### config.mk
export PLATFORM = sky130hd
export DESIGN_NAME = fetch_unit
export DESIGN_NICKNAME = d
export VERILOG_FILES = /design/src/rtl/fetch_unit.sv
export SDC_FILE = /design/constraint.sdc
export NUM_CORES = 1
export LEC_CHECK = 0
export ABC_AREA = 1
export CORE_MARGIN = 2
export CORE_UTILIZATION = 40
export CTS_BUF_LIST = sky130_fd_sc_hd__clkbuf_8
export CTS_CLUSTER_SIZE = 30
export DETAILED_ROUTE_END_ITERATION = 8
export PLACE_DENSITY = 0.67
export RECOVER_POWER = 50
export SYNTH_ARGS = -nofsm -noshare
export SYNTH_HDL_FRONTEND = slang
export SYNTH_SLANG_ARGS = --single-unit
### constraint.sdc
create_clock -name clk -period 1.78 [get_ports clk]
set_input_delay 0.178 -clock clk [delete_from_list [all_inputs] [get_ports clk]]
set_output_delay 0.178 -clock clk [all_outputs]
set_load 0.005 [all_outputs]
### src/rtl/fetch_unit.sv
// fetch_unit -- instruction fetch stage with IF/ID pipeline register.
//
// Holds the program counter and drives it straight onto the instruction
// memory address. Each unstalled cycle it captures the returned word into
// the IF/ID register. It supports:
//   - stalls that freeze the PC and IF/ID;
//   - flushes that insert a NOP bubble;
//   - branch/jump redirects.
// A redirect that arrives while stalled is parked in a pending-target
// register. It is applied once the stall clears, unless a newer redirect
// overrides it.
//
// Ports:
//   clk          rising-edge clock
//   rst_n        asynchronous active-low reset
//   stall        hazard hold: freeze PC and IF/ID
//   flush        squash IF/ID into a bubble on the next edge
//   pc_src       branch/jump taken, redirect the PC to pc_branch
//   pc_branch    redirect target (low two bits forced to zero)
//   imem_addr    instruction memory address (the PC register)
//   imem_rdata   instruction word for imem_addr, same cycle
//   if_id_pc     PC of the instruction held in IF/ID
//   if_id_instr  instruction held in IF/ID
//   if_id_valid  IF/ID holds a real instruction
//   fetch_err    sticky: a misaligned redirect target was seen
//   fetch_count  number of valid instructions delivered (wraps)
module fetch_unit #(
  parameter logic [31:0] RESET_PC  = 32'h0000_0000,
  parameter logic [31:0] NOP_INSTR = 32'h0000_0013
) (
  input  logic        clk,
  input  logic        rst_n,
  input  logic        stall,
  input  logic        flush,
  input  logic        pc_src,
  input  logic [31:0] pc_branch,
  output logic [31:0] imem_addr,
  input  logic [31:0] imem_rdata,
  output logic [31:0] if_id_pc,
  output logic [31:0] if_id_instr,
  output logic        if_id_valid,
  output logic        fetch_err,
  output logic [31:0] fetch_count
);

  typedef enum logic {
    RUN,
    PEND
  } state_t;

  state_t      r_state;
  state_t      w_nextState;
  logic [31:0] r_pc;
  logic [31:0] r_pendTarget;
  logic [31:0] r_ifIdPc;
  logic [31:0] r_ifIdInstr;
  logic        r_ifIdValid;
  logic        r_fetchErr;
  logic [31:0] r_fetchCount;

  logic [31:0] w_nextPc;
  logic [31:0] w_nextPend;
  logic [31:0] w_branchAligned;
  logic        w_branchMisaligned;
  logic        w_loadIfId;
  logic        w_squashIfId;

  assign w_branchAligned    = {pc_branch[31:2], 2'b00};
  assign w_branchMisaligned = |pc_branch[1:0];

  // Next-state logic.
  // Advancing (flush or plain run) picks the newest redirect first. If there
  // is none, it uses a parked target, and otherwise the sequential PC. A stall
  // only parks a redirect and leaves PC and IF/ID untouched.
  always_comb begin
    w_nextState  = r_state;
    w_nextPc     = r_pc;
    w_nextPend   = r_pendTarget;
    w_loadIfId   = 1'b0;
    w_squashIfId = 1'b0;
    if (flush || !stall) begin
      if (pc_src) begin
        w_nextPc = w_branchAligned;
      end else if (r_state == PEND) begin
        w_nextPc = r_pendTarget;
      end else begin
        w_nextPc = r_pc + 32'd4;
      end
      w_nextState  = RUN;
      w_squashIfId = flush;
      w_loadIfId   = !flush;
    end else if (pc_src) begin
      w_nextPend  = w_branchAligned;
      w_nextState = PEND;
    end
  end

  // PC, pending target, FSM state and IF/ID register.
  // Every pc_src is accepted on the edge it is seen, whether it is applied
  // directly or parked. So the alignment error is latched whenever pc_src is
  // high.
  always_ff @(posedge clk or negedge rst_n) begin
    if (!rst_n) begin
      r_state      <= RUN;
      r_pc         <= RESET_PC;
      r_pendTarget <= 32'h0000_0000;
      r_ifIdPc     <= RESET_PC;
      r_ifIdInstr  <= NOP_INSTR;
      r_ifIdValid  <= 1'b0;
      r_fetchErr   <= 1'b0;
      r_fetchCount <= 32'h0000_0000;
    end else begin
      r_state      <= w_nextState;
      r_pc         <= w_nextPc;
      r_pendTarget <= w_nextPend;
      if (pc_src && w_branchMisaligned) begin
        r_fetchErr <= 1'b1;
      end
      if (w_squashIfId) begin
        r_ifIdPc    <= r_pc;
        r_ifIdInstr <= NOP_INSTR;
        r_ifIdValid <= 1'b0;
      end else if (w_loadIfId) begin
        r_ifIdPc     <= r_pc;
        r_ifIdInstr  <= imem_rdata;
        r_ifIdValid  <= 1'b1;
        r_fetchCount <= r_fetchCount + 32'd1;
      end
    end
  end

  assign imem_addr   = r_pc;
  assign if_id_pc    = r_ifIdPc;
  assign if_id_instr = r_ifIdInstr;
  assign if_id_valid = r_ifIdValid;
  assign fetch_err   = r_fetchErr;
  assign fetch_count = r_fetchCount;

endmodule

==> impl_metrics.env, run 1 <==
export IMPL_stdcell_count=1425
export IMPL_yosys_top_cells_count="nand2_1, dfrtp_1, inv_1, nand3_1, nor2_1"
export IMPL_fmax_ghz=0.5900
export IMPL_htree_num_levels=4
export IMPL_crit_path_end_kind="output pin"
export IMPL_row_count=51
export IMPL_max_cap_violations=0
export IMPL_cts_buffers=17
export IMPL_yosysSeqAreaShare=0.4982
export IMPL_clock_sinks=157
export IMPL_synth_top_family_by_area="simple AND/OR/NAND/NOR gates"
export IMPL_clk_pin_slew_worst_paths_ns=0.09
export IMPL_seqPwrFrac=0.468
export IMPL_dr_pass1_iters=5
export IMPL_synth_xor_area_share=0.03107
export IMPL_synth_cells=923
export IMPL_crit_start="imem_addr[8]$_DFFE_PN0N_"
export IMPL_antenna_found_initial=1
export IMPL_root_buffer="clkbuf_8"
export IMPL_ioPinCount=199
export IMPL_yosys_area_share_simple=0.2565
export IMPL_wl_per_cell_um=15.30
export IMPL_place_gp_congestion=0.8807
export IMPL_worst_setup_path_start_kind="flop"
export IMPL_clk_latency_ns=0.46
export IMPL_final_util=0.5551
export IMPL_grt_first_pass_wirelength_mm=34.89
export IMPL_skew_ns=0.01111
export IMPL_place_hpwl_mm=15.90
export IMPL_rr_endpoint="imem_addr[28]$_DFFE_PN0N_"
export IMPL_fin_crit_ns=1.695
export IMPL_cp_required_ns=1.60
export IMPL_rsz0062_at_grt="true"
export IMPL_num_vias=6995
export IMPL_drv_slew=0
export IMPL_grt_max_degree=50
export IMPL_r2r_cells=10
export IMPL_yosysTopAreaCellShare=0.4882
export IMPL_ys_flop_type="dfrtp_1"
export IMPL_synthAdderAreaFrac=0.003170
export IMPL_status="finished, final reports clean"
export IMPL_synth_compound_area_share=0.1022
export IMPL_routed_wl_mm=21.80
export IMPL_hold_path_class="input port to flop"
export IMPL_crit_buf_inv=2
export IMPL_n_fill_cell=1834
export IMPL_postCtsSetupRepairBufs=0
export IMPL_io_buffers=194
export IMPL_holdPathEnd="fetch_err$_DFFE_PN0P_"
export IMPL_crit_path_cell_trace="buf_4 > clkdlybuf4s50_1"
export IMPL_drive_above_1_share=0.1311
export IMPL_synthArstFlopShare=1.000
export IMPL_crit_family="buffers and inverters"
export IMPL_ys_ff_latch=157
export IMPL_yosys_warnings=0
export IMPL_fin_crit_sh=0.9521
export IMPL_core_um2=19400
export IMPL_syn_avg_cell_area_um2=8.552
export IMPL_critical_path_max_stage_delay_ns=0.49
export IMPL_die_h_um=144.5
export IMPL_drcViolationCount=0
export IMPL_crit_arrival_ns=1.52
export IMPL_vias_per_cell=4.909
export IMPL_power_switching_w=0.002707
export IMPL_hp_start="pc_branch[0]"
export IMPL_yosys_cell_types_count=45
export IMPL_setup_viol=0
export IMPL_grtUsageTotal=0.2159
export IMPL_synth_area_leaders="dfrtp_1, nand2_1, nand3_1, mux2_2, o21ai_0"
export IMPL_start_util=0.4069
export IMPL_drt_iter0_markers=372
export IMPL_combPwrFrac=0.212
export IMPL_dieArea_um2=20870
export IMPL_relSlewSlack=0.1699
export IMPL_synth_mux_area_frac=0.04137
export IMPL_worstMarginPinSlew_ns=1.245
export IMPL_p_clk_frac=0.320
export IMPL_synth_most_common_cell="nand2_1"
export IMPL_synth_area_um2=7894
export IMPL_dp_cells=1391
export IMPL_crit_fanout=4
export IMPL_slowest_stage="clkdlybuf4s50_1"
export IMPL_cts_buffer_depth=2
export IMPL_cts_tree="built"
export IMPL_synth_enable_flop_cells=0
export IMPL_grt_overflow=0
export IMPL_hold_depth=3
export IMPL_p_per_area_nw_per_um2=874.1
export IMPL_static_leakage_power_nw=4.887
export IMPL_rrSetupSlack_ns=0.12
export IMPL_crit_type="flop to output pin"
export IMPL_first_global_vias=6813
export IMPL_peakVddDrop_v=0.0005279
export IMPL_fp_dieW_um=144.5
export IMPL_area_growth_pct=36.42
export IMPL_synth_largest_area_cell="dfrtp_1"
export IMPL_p_int_w=0.006706
export IMPL_postRouteAntennaNets=0
export IMPL_nNetsFinal=1217
export IMPL_finalHoldViolations=0
export IMPL_r2r_start="imem_addr[2]$_DFFE_PN0N_"
export IMPL_swShare=0.2876
-- sequential cells by signal (all words and copies together) (netlist names) --
register	count
fetch_count	32
fetch_err	1
if_id_instr	32
if_id_pc	30
if_id_valid	1
imem_addr	30
r_pendTarget	30
r_state	1
-- kinds of logic after synthesis --
family          after synthesis
buf+inv                     120
flops                       157
fa+ha+maj                     2
mux                          29
compound gates              132
other cells                   1
xor+xnor                     28
simple gates                454
-- what timing repair did --
action | 4_1_cts | 5_1_grt
pin swaps | 0 | 1
gates cloned | 0 | 0
endpoints found under the setup margin | 1 | 3
resized for setup | 1 | 4
endpoints found under the hold margin | 42 | 0
hold buffers | 1 | 0
-- power groups by stage --
stage | sequential (W) | combinational, W | clock (W)
after floorplan | 0.00441 | 0.000856 | 0
after global placement | 0.00446 | 0.00199 | 0
after detailed placement | 0.00446 | 0.00203 | 0
after CTS | 0.00440 | 0.00204 | 0.00309
after global routing | 0.00447 | 0.00222 | 0.00325
final | 0.00440 | 0.00200 | 0.00301
-- layer usage --
| metal | share of wire | vias to the layer above | global-route usage | wire (um) |
|---|---|---|---|---|
| li1 | - | 3430 | - | - |
| met5 | 0 | - | 0 | 0 |
| met3 | 0.055 | 23 | 0.04437 | 1190 |
| met2 | 0.48 | 208 | 0.3545 | 10520 |
| met4 | 0.015 | 0 | 0.06694 | 320 |
| met1 | 0.45 | 3334 | 0.2880 | 9766 |
-- how the worst max path moves through the flow --
stage	end	slack (ns)	cells past startpoint
floorplan	imem_addr[26]$_DFFE_PN0N_	0.29	10
global placement	fetch_count[22]$_DFFE_PN0P_	0.06	10
detailed placement	fetch_count[22]$_DFFE_PN0P_	0.02	10
CTS	imem_addr[16]	0.05	2
global route	imem_addr[28]$_DFFE_PN0N_	-0.02	10
finish	imem_addr[8]	0.09	2
-- layout by cell type, fill, tap and decap left out, drive strengths merged, types with 5 or more instances in the layout --
master         count
xor2              19
xnor2              9
inv               81
nand3             62
or2                5
dfrtp            154
buf               39
nand2            283
clkdlybuf4s50    191
clkinv             5
a22o              29
a21oi             26
clkbuf            27
mux2              29
nor2              81
o21ai             63
nor3              13
-- worst reg2reg max path: cells and delay by family, from the launching register on --
kind / cells / cell delay, ns
AND/OR/NAND/NOR: 9 / 0.95
flip-flops: 1 / 0.37
adder cells (fa/ha/maj): 1 / 0.22
-- area by class of cell --
| cell class | count | area [um2] | share of cell area |
|---|---|---|---|
| antenna | 1 | 2.502 | 0.0002324 |
| clock buffer | 19 | 261.5 | 0.02428 |
| inverter | 80 | 300.3 | 0.02788 |
| clock inverter | 13 | 187.7 | 0.01743 |
| sequential | 157 | 3938 | 0.3656 |
| tap | 265 | 331.6 | 0.03079 |
| multi-input combinational | 649 | 3436 | 0.3190 |
| timing repair buffer | 241 | 2312 | 0.2147 |
-- metrics by stage --
stage	TNS, ns	hold slack [ns]	instance area, um2	worst slack (ns)	total power [W]
after floorplan	0	-0.1176	7905	0.2851	0.005264
after global placement	0	0.1487	10380	0.06212	0.006450
after detailed placement	0	0.1459	10380	0.02468	0.006490
after CTS	0	0.2228	10840	0.05359	0.009528
after global routing	-0.02055	0.2827	10770	-0.02055	0.009938
final	0	0.3052	10770	0.08522	0.009413
(Power assumes the default switching activity.)
==> inputs of run 2 (changes only) <==
--- a/config.mk
+++ b/config.mk
@@ -7,11 +7,11 @@
 export LEC_CHECK = 0
 export ABC_AREA = 1
 export CORE_MARGIN = 2
-export CORE_UTILIZATION = 40
+export CORE_UTILIZATION = 51
 export CTS_BUF_LIST = sky130_fd_sc_hd__clkbuf_8
 export CTS_CLUSTER_SIZE = 30
 export DETAILED_ROUTE_END_ITERATION = 8
-export PLACE_DENSITY = 0.67
+export PLACE_DENSITY = 0.83
 export RECOVER_POWER = 50
 export SYNTH_ARGS = -nofsm -noshare
 export SYNTH_HDL_FRONTEND = slang
==> impl_metrics.env, run 2 (same netlist as run 1, synthesis figures left out) <==
export IMPL_status="finished, final reports clean"
export IMPL_wl_per_cell_um=15.76
export IMPL_peakVddDrop_v=0.0004480
export IMPL_crit_type="flop to output pin"
export IMPL_drcViolationCount=0
export IMPL_drive_above_1_share=0.1284
export IMPL_skew_ns=0.01490
export IMPL_start_util=0.5212
export IMPL_setup_viol=0
export IMPL_n_fill_cell=1148
export IMPL_place_hpwl_mm=15.45
export IMPL_place_gp_congestion=0.9167
export IMPL_fin_crit_sh=0.9663
export IMPL_dr_pass1_iters=5
export IMPL_cts_buffer_depth=2
export IMPL_clk_pin_slew_worst_paths_ns=0.09
export IMPL_nNetsFinal=1211
export IMPL_root_buffer="clkbuf_8"
export IMPL_crit_fanout=4
export IMPL_cts_buffers=17
export IMPL_die_h_um=128.4
export IMPL_fmax_ghz=0.5814
export IMPL_fin_setup_tns_ns=0
export IMPL_num_vias=7135
export IMPL_r2r_start="imem_addr[14]$_DFFE_PN0N_"
export IMPL_cts_tree="built"
export IMPL_vias_per_cell=5.321
export IMPL_max_cap_violations=0
export IMPL_worst_slack_ns=0.05990
export IMPL_crit_path_end_kind="output pin"
export IMPL_core_um2=15150
export IMPL_routed_wl_mm=21.14
export IMPL_relSlewSlack=0.4795
export IMPL_worst_setup_path_start_kind="flop"
export IMPL_final_util=0.7018
export IMPL_cp_required_ns=1.60
export IMPL_area_growth_pct=34.65
export IMPL_grt_max_degree=63
export IMPL_whs_ns=0.3175
export IMPL_p_per_area_nw_per_um2=861.7
export IMPL_clk_latency_ns=0.46
export IMPL_n_antenna_cell=0
export IMPL_grtUsageTotal=0.2620
export IMPL_rrSetupSlack_ns=0.10
export IMPL_io_buffers=194
export IMPL_crit_arrival_ns=1.54
export IMPL_dp_cells=1308
export IMPL_hp_start="pc_branch[0]"
export IMPL_fp_dieW_um=128.4
export IMPL_worstMarginPinSlew_ns=0.7808
export IMPL_fin_crit_ns=1.720
export IMPL_crit_start="imem_addr[8]$_DFFE_PN0N_"
export IMPL_static_leakage_power_nw=4.849
export IMPL_dieArea_um2=16490
export IMPL_layout_common_cells="nand2_1, clkdlybuf4s50_1, dfrtp_1"
export IMPL_postCtsSetupRepairBufs=0
export IMPL_antenna_found_initial=0
export IMPL_grt_overflow=0
export IMPL_drt_iter0_markers=584
export IMPL_postRouteAntennaNets=0
export IMPL_finalHoldViolations=0
export IMPL_ioPinCount=199
export IMPL_pre_cts_ws_ns=0.03936
export IMPL_hold_path_class="input port to flop"
export IMPL_drv_slew=0
export IMPL_first_global_vias=6834
export IMPL_stdcell_count=1341
export IMPL_htree_num_levels=4
export IMPL_clock_sinks=157
export IMPL_final_common_cell="nand2_1"
export IMPL_row_count=45
export IMPL_grt_first_pass_wirelength_mm=33.93
==> run 2: cell count changes in the layout (fill, tap and decap cells not counted), sizes merged <==
cell	change
clkbuf	-5
bufinv	-1
buf	-3
dlygate4sd3	-1
clkdlybuf4s50	+1
clkinvlp	+3
diode	-1
==> run 2: worst max-delay path, stage by stage (launching register included) <==
cell and delay (ns):
dfrtp_1 0.43, buf_4 0.16, clkdlybuf4s50_1 0.50
==> run 2: area by class of cell <==
class	count	area, um2	area share
Timing Repair Buffer	235	2292	0.2157
Clock inverter	15	175.2	0.01648
Multi-Input combinational cell	649	3456	0.3251
Clock buffer	17	234.0	0.02201
Sequential cell	157	3936	0.3703
Tap cell	188	235.2	0.02213
Inverter	80	300.3	0.02825
==> run 2: where the power goes <==
group	switching (W)	total, W	internal, W	leakage [nW]
registers	0.000428	0.00443	0.00400	1.93
clock network	0.00138	0.00276	0.00138	0.191
logic	0.000880	0.00197	0.00109	2.73
==> run 2: per-layer routing <==
metal | vias to the layer above | part of all wire | global-route usage | wire length (um)
met2 | 276 | 0.49 | 0.4371 | 10390
met5 | - | 0 | 0 | 0
met3 | 35 | 0.064 | 0.05988 | 1363
met4 | 0 | 0.020 | 0.08209 | 430
li1 | 3410 | - | - | -
met1 | 3414 | 0.42 | 0.3425 | 8954
==> run 2: worst paths after layout <==
check	to	cells after the start
min reg2reg	fetch_count[31]$_DFFE_PN0P_	1
max in group asynchronous	r_pendTarget[29]$_DFFE_PN0P_	3
min in group asynchronous	imem_addr[7]$_DFFE_PN0N_	2
min	fetch_err$_DFFE_PN0P_	3
max	imem_addr[8]	2
max reg2reg	imem_addr[24]$_DFFE_PN0N_	9
==> run 2: stage by stage <==
step / total power (W) / cell area (um2)
2_1_floorplan: 0.005264 / 7905
3_3_place_gp: 0.006386 / 10240
3_5_place_dp: 0.006461 / 10240
4_1_cts: 0.009206 / 10660
5_1_grt: 0.009635 / 10630
6_report: 0.009159 / 10630
==> run 2: what timing repair did <==
item                                   in CTS  in global routing
hold buffers                                1                  0
gates resized for setup                     0                  4
endpoints found under the hold margin     144                  0
setup endpoints to repair                   0                  9
==> inputs of run 3 (changes only) <==
--- a/config.mk
+++ b/config.mk
@@ -5,9 +5,8 @@
 export SDC_FILE = /design/constraint.sdc
 export NUM_CORES = 1
 export LEC_CHECK = 0
-export ABC_AREA = 1
 export CORE_MARGIN = 2
-export CORE_UTILIZATION = 51
+export CORE_UTILIZATION = 50
 export CTS_BUF_LIST = sky130_fd_sc_hd__clkbuf_8
 export CTS_CLUSTER_SIZE = 30
 export DETAILED_ROUTE_END_ITERATION = 8
==> impl_metrics.env, run 3 <==
export IMPL_fp_dieW_um=124.8
export IMPL_n_antenna_cell=0
export IMPL_grtUsageTotal=0.2516
export IMPL_cts_buffer_depth=2
export IMPL_yosysSeqAreaShare=0.5390
export IMPL_clk_pin_slew_worst_paths_ns=0.09
export IMPL_ys_flop_type="dfrtp_1"
export IMPL_grt_first_pass_wirelength_mm=31.47
export IMPL_crit_path_cell_trace="nand3_4 > nor3_4 > buf_4 > nand4_1 > a21o_1 > a22o_1"
export IMPL_grt_overflow=0
export IMPL_postRouteAntennaNets=0
export IMPL_rrSetupSlack_ns=0.03
export IMPL_fmax_ghz=0.5705
export IMPL_nNetsFinal=1042
export IMPL_cts_tree="built"
export IMPL_synth_area_um2=7296
export IMPL_p_int_w=0.006714
export IMPL_syn_avg_cell_area_um2=10.18
export IMPL_swShare=0.2833
export IMPL_skew_ns=0.01096
export IMPL_crit_fanout=7
export IMPL_drive_above_1_share=0.1545
export IMPL_layout_common_cells="clkdlybuf4s50_1, dfrtp_1, nand2_1"
export IMPL_io_buffers=194
export IMPL_worstMarginPinSlew_ns=1.016
export IMPL_vias_per_cell=5.426
export IMPL_place_gp_congestion=0.8228
export IMPL_root_buffer="clkbuf_8"
export IMPL_worst_setup_path_start_kind="flop"
export IMPL_slowest_stage="dfrtp_1"
export IMPL_core_um2=14370
export IMPL_seqPwrFrac=0.460
export IMPL_antenna_found_initial=0
export IMPL_start_util=0.5077
export IMPL_synth_cells=717
export IMPL_drv_slew=0
export IMPL_holdPathEnd="imem_addr[24]$_DFFE_PN0N_"
export IMPL_num_vias=6337
export IMPL_p_total_w=0.009369
export IMPL_crit_arrival_ns=2.11
export IMPL_status="finished, final reports clean"
export IMPL_drt_iter0_markers=501
export IMPL_htree_num_levels=4
export IMPL_max_cap_violations=0
export IMPL_rr_endpoint="imem_addr[25]$_DFFE_PN0N_"
export IMPL_synthArstFlopShare=1.000
export IMPL_die_h_um=124.8
export IMPL_ys_ff_latch=157
export IMPL_crit_path_end_kind="flop"
export IMPL_cts_buffers=17
export IMPL_hp_start="pc_src"
export IMPL_row_count=44
export IMPL_static_leakage_power_nw=4.657
export IMPL_wl_per_cell_um=16.69
export IMPL_synth_enable_flop_cells=0
export IMPL_crit_type="flop to flop"
export IMPL_cp_required_ns=2.14
export IMPL_setup_viol=0
export IMPL_hold_depth=3
export IMPL_first_global_vias=6262
export IMPL_peakVddDrop_v=0.0005916
export IMPL_yosys_top_cells_count="dfrtp_1, nand2_1, nor2_1, a21oi_1, mux2i_1"
export IMPL_power_switching_w=0.002654
export IMPL_fin_crit_sh=0.9848
export IMPL_clock_sinks=157
export IMPL_finalHoldViolations=0
export IMPL_whs_ns=0.1427
export IMPL_p_clk_frac=0.294
export IMPL_final_common_cell="clkdlybuf4s50_1"
export IMPL_synth_most_common_cell="dfrtp_1"
export IMPL_clk_latency_ns=0.46
export IMPL_synth_area_leaders="dfrtp_1, nand2_1, mux2i_1, mux2_2, xnor2_1"
export IMPL_r2r_start="imem_addr[8]$_DFFE_PN0N_"
export IMPL_relSlewSlack=0.3227
export IMPL_dieArea_um2=15570
export IMPL_place_hpwl_mm=14.00
export IMPL_r2r_cells=6
export IMPL_yosysTopAreaCellShare=0.5282
export IMPL_synth_largest_area_cell="dfrtp_1"
export IMPL_p_per_area_nw_per_um2=903.9
export IMPL_yosys_warnings=0
export IMPL_critical_path_max_stage_delay_ns=0.40
export IMPL_drcViolationCount=0
export IMPL_combPwrFrac=0.246
export IMPL_ioPinCount=199
export IMPL_yosys_cell_types_count=59
export IMPL_routed_wl_mm=19.49
export IMPL_hold_path_class="input port to flop"
export IMPL_area_growth_pct=42.07
export IMPL_dr_pass1_iters=5
export IMPL_grt_max_degree=62
export IMPL_fin_crit_ns=1.753
run 3: cell count changes in the layout (fill, tap and decap cells not counted), sizes merged, moves of 15 or more:
| cell | change |
|---|---|
| o21ai | -37 |
| nand3 | -33 |
| buf | +33 |
| nand2 | -159 |
| a22o | -27 |
| xnor2 | +21 |
| nor2 | -15 |
| mux2i | +36 |
| inv | -58 |
run 3: cell type report:
cell class	instances	area, um2
tap	184	230.2
clock buffer	17	234.0
multi-input combinational	504	3188
inverter	19	71.32
sequential	157	3936
fill	1020	4004
timing repair buffer	272	2530
clock inverter	15	175.2
run 3: worst max path at each step:
stage                                        to                      from
floorplan             imem_addr[28]$_DFFE_PN0N_  imem_addr[2]$_DFFE_PN0N_
global placement    fetch_count[28]$_DFFE_PN0P_                     flush
detailed placement  fetch_count[28]$_DFFE_PN0P_                     flush
CTS                                imem_addr[4]  imem_addr[4]$_DFFE_PN0N_
global route          imem_addr[25]$_DFFE_PN0N_  imem_addr[7]$_DFFE_PN0N_
finish                imem_addr[25]$_DFFE_PN0N_  imem_addr[8]$_DFFE_PN0N_
run 3: critical path, delay by kind of cell (launching register included):
kind                   cells  cell delay [ns]
and+or+nand+nor            3             0.63
AOI/OAI and AO/OA          2             0.43
buffers and inverters      1             0.17
DFF                        1             0.40
run 3: power groups by stage:
stage / registers [W] / clock network (W) / logic (W)
global route: 0.00436 / 0.00295 / 0.00250
global placement: 0.00435 / 0 / 0.00221
finish: 0.00431 / 0.00276 / 0.00230
floorplan: 0.00445 / 0 / 0.000786
CTS: 0.00431 / 0.00281 / 0.00228
detailed placement: 0.00438 / 0 / 0.00226
run 3: logic make-up after synthesis:
group | synth area share
AOI/OAI and AO/OA | 0.1026
xor gates and xnor gates | 0.04802
adders and majority gates | 0.003429
buffers and inverters | 0.03447
DFF | 0.5390
muxes | 0.09107
other | 0.0005140
and+or+nand+nor | 0.1809
run 3: layer usage:
metal  vias up  track usage  share of wire
li1       2994            -              -
met1      3080       0.3294           0.42
met2       229       0.4111           0.50
met3        34      0.05541          0.059
met4         0      0.09650          0.027
met5         -            0              0
run 3: timing repair:
item                       CTS  global route
buffers inserted             0             4
setup endpoints to repair    0            15
hold endpoints to repair    49             0
hold buffers                 1             0
resized for setup            0            11
run 3: through the flow:
step	area [um2]	worst slack [ns]	instances	setup TNS, ns	utilization
after global routing	10360	-0.01567	1168	-0.03511	0.7214
final	10360	0.02713	1168	0	0.7214
after detailed placement	9951	-0.1020	1131	-0.3911	0.6925
after CTS	10370	0.01483	1164	0	0.7217
after global placement	9951	-0.05598	1131	-0.09466	0.6925
after floorplan	7322	-0.01129	720	-0.01822	-
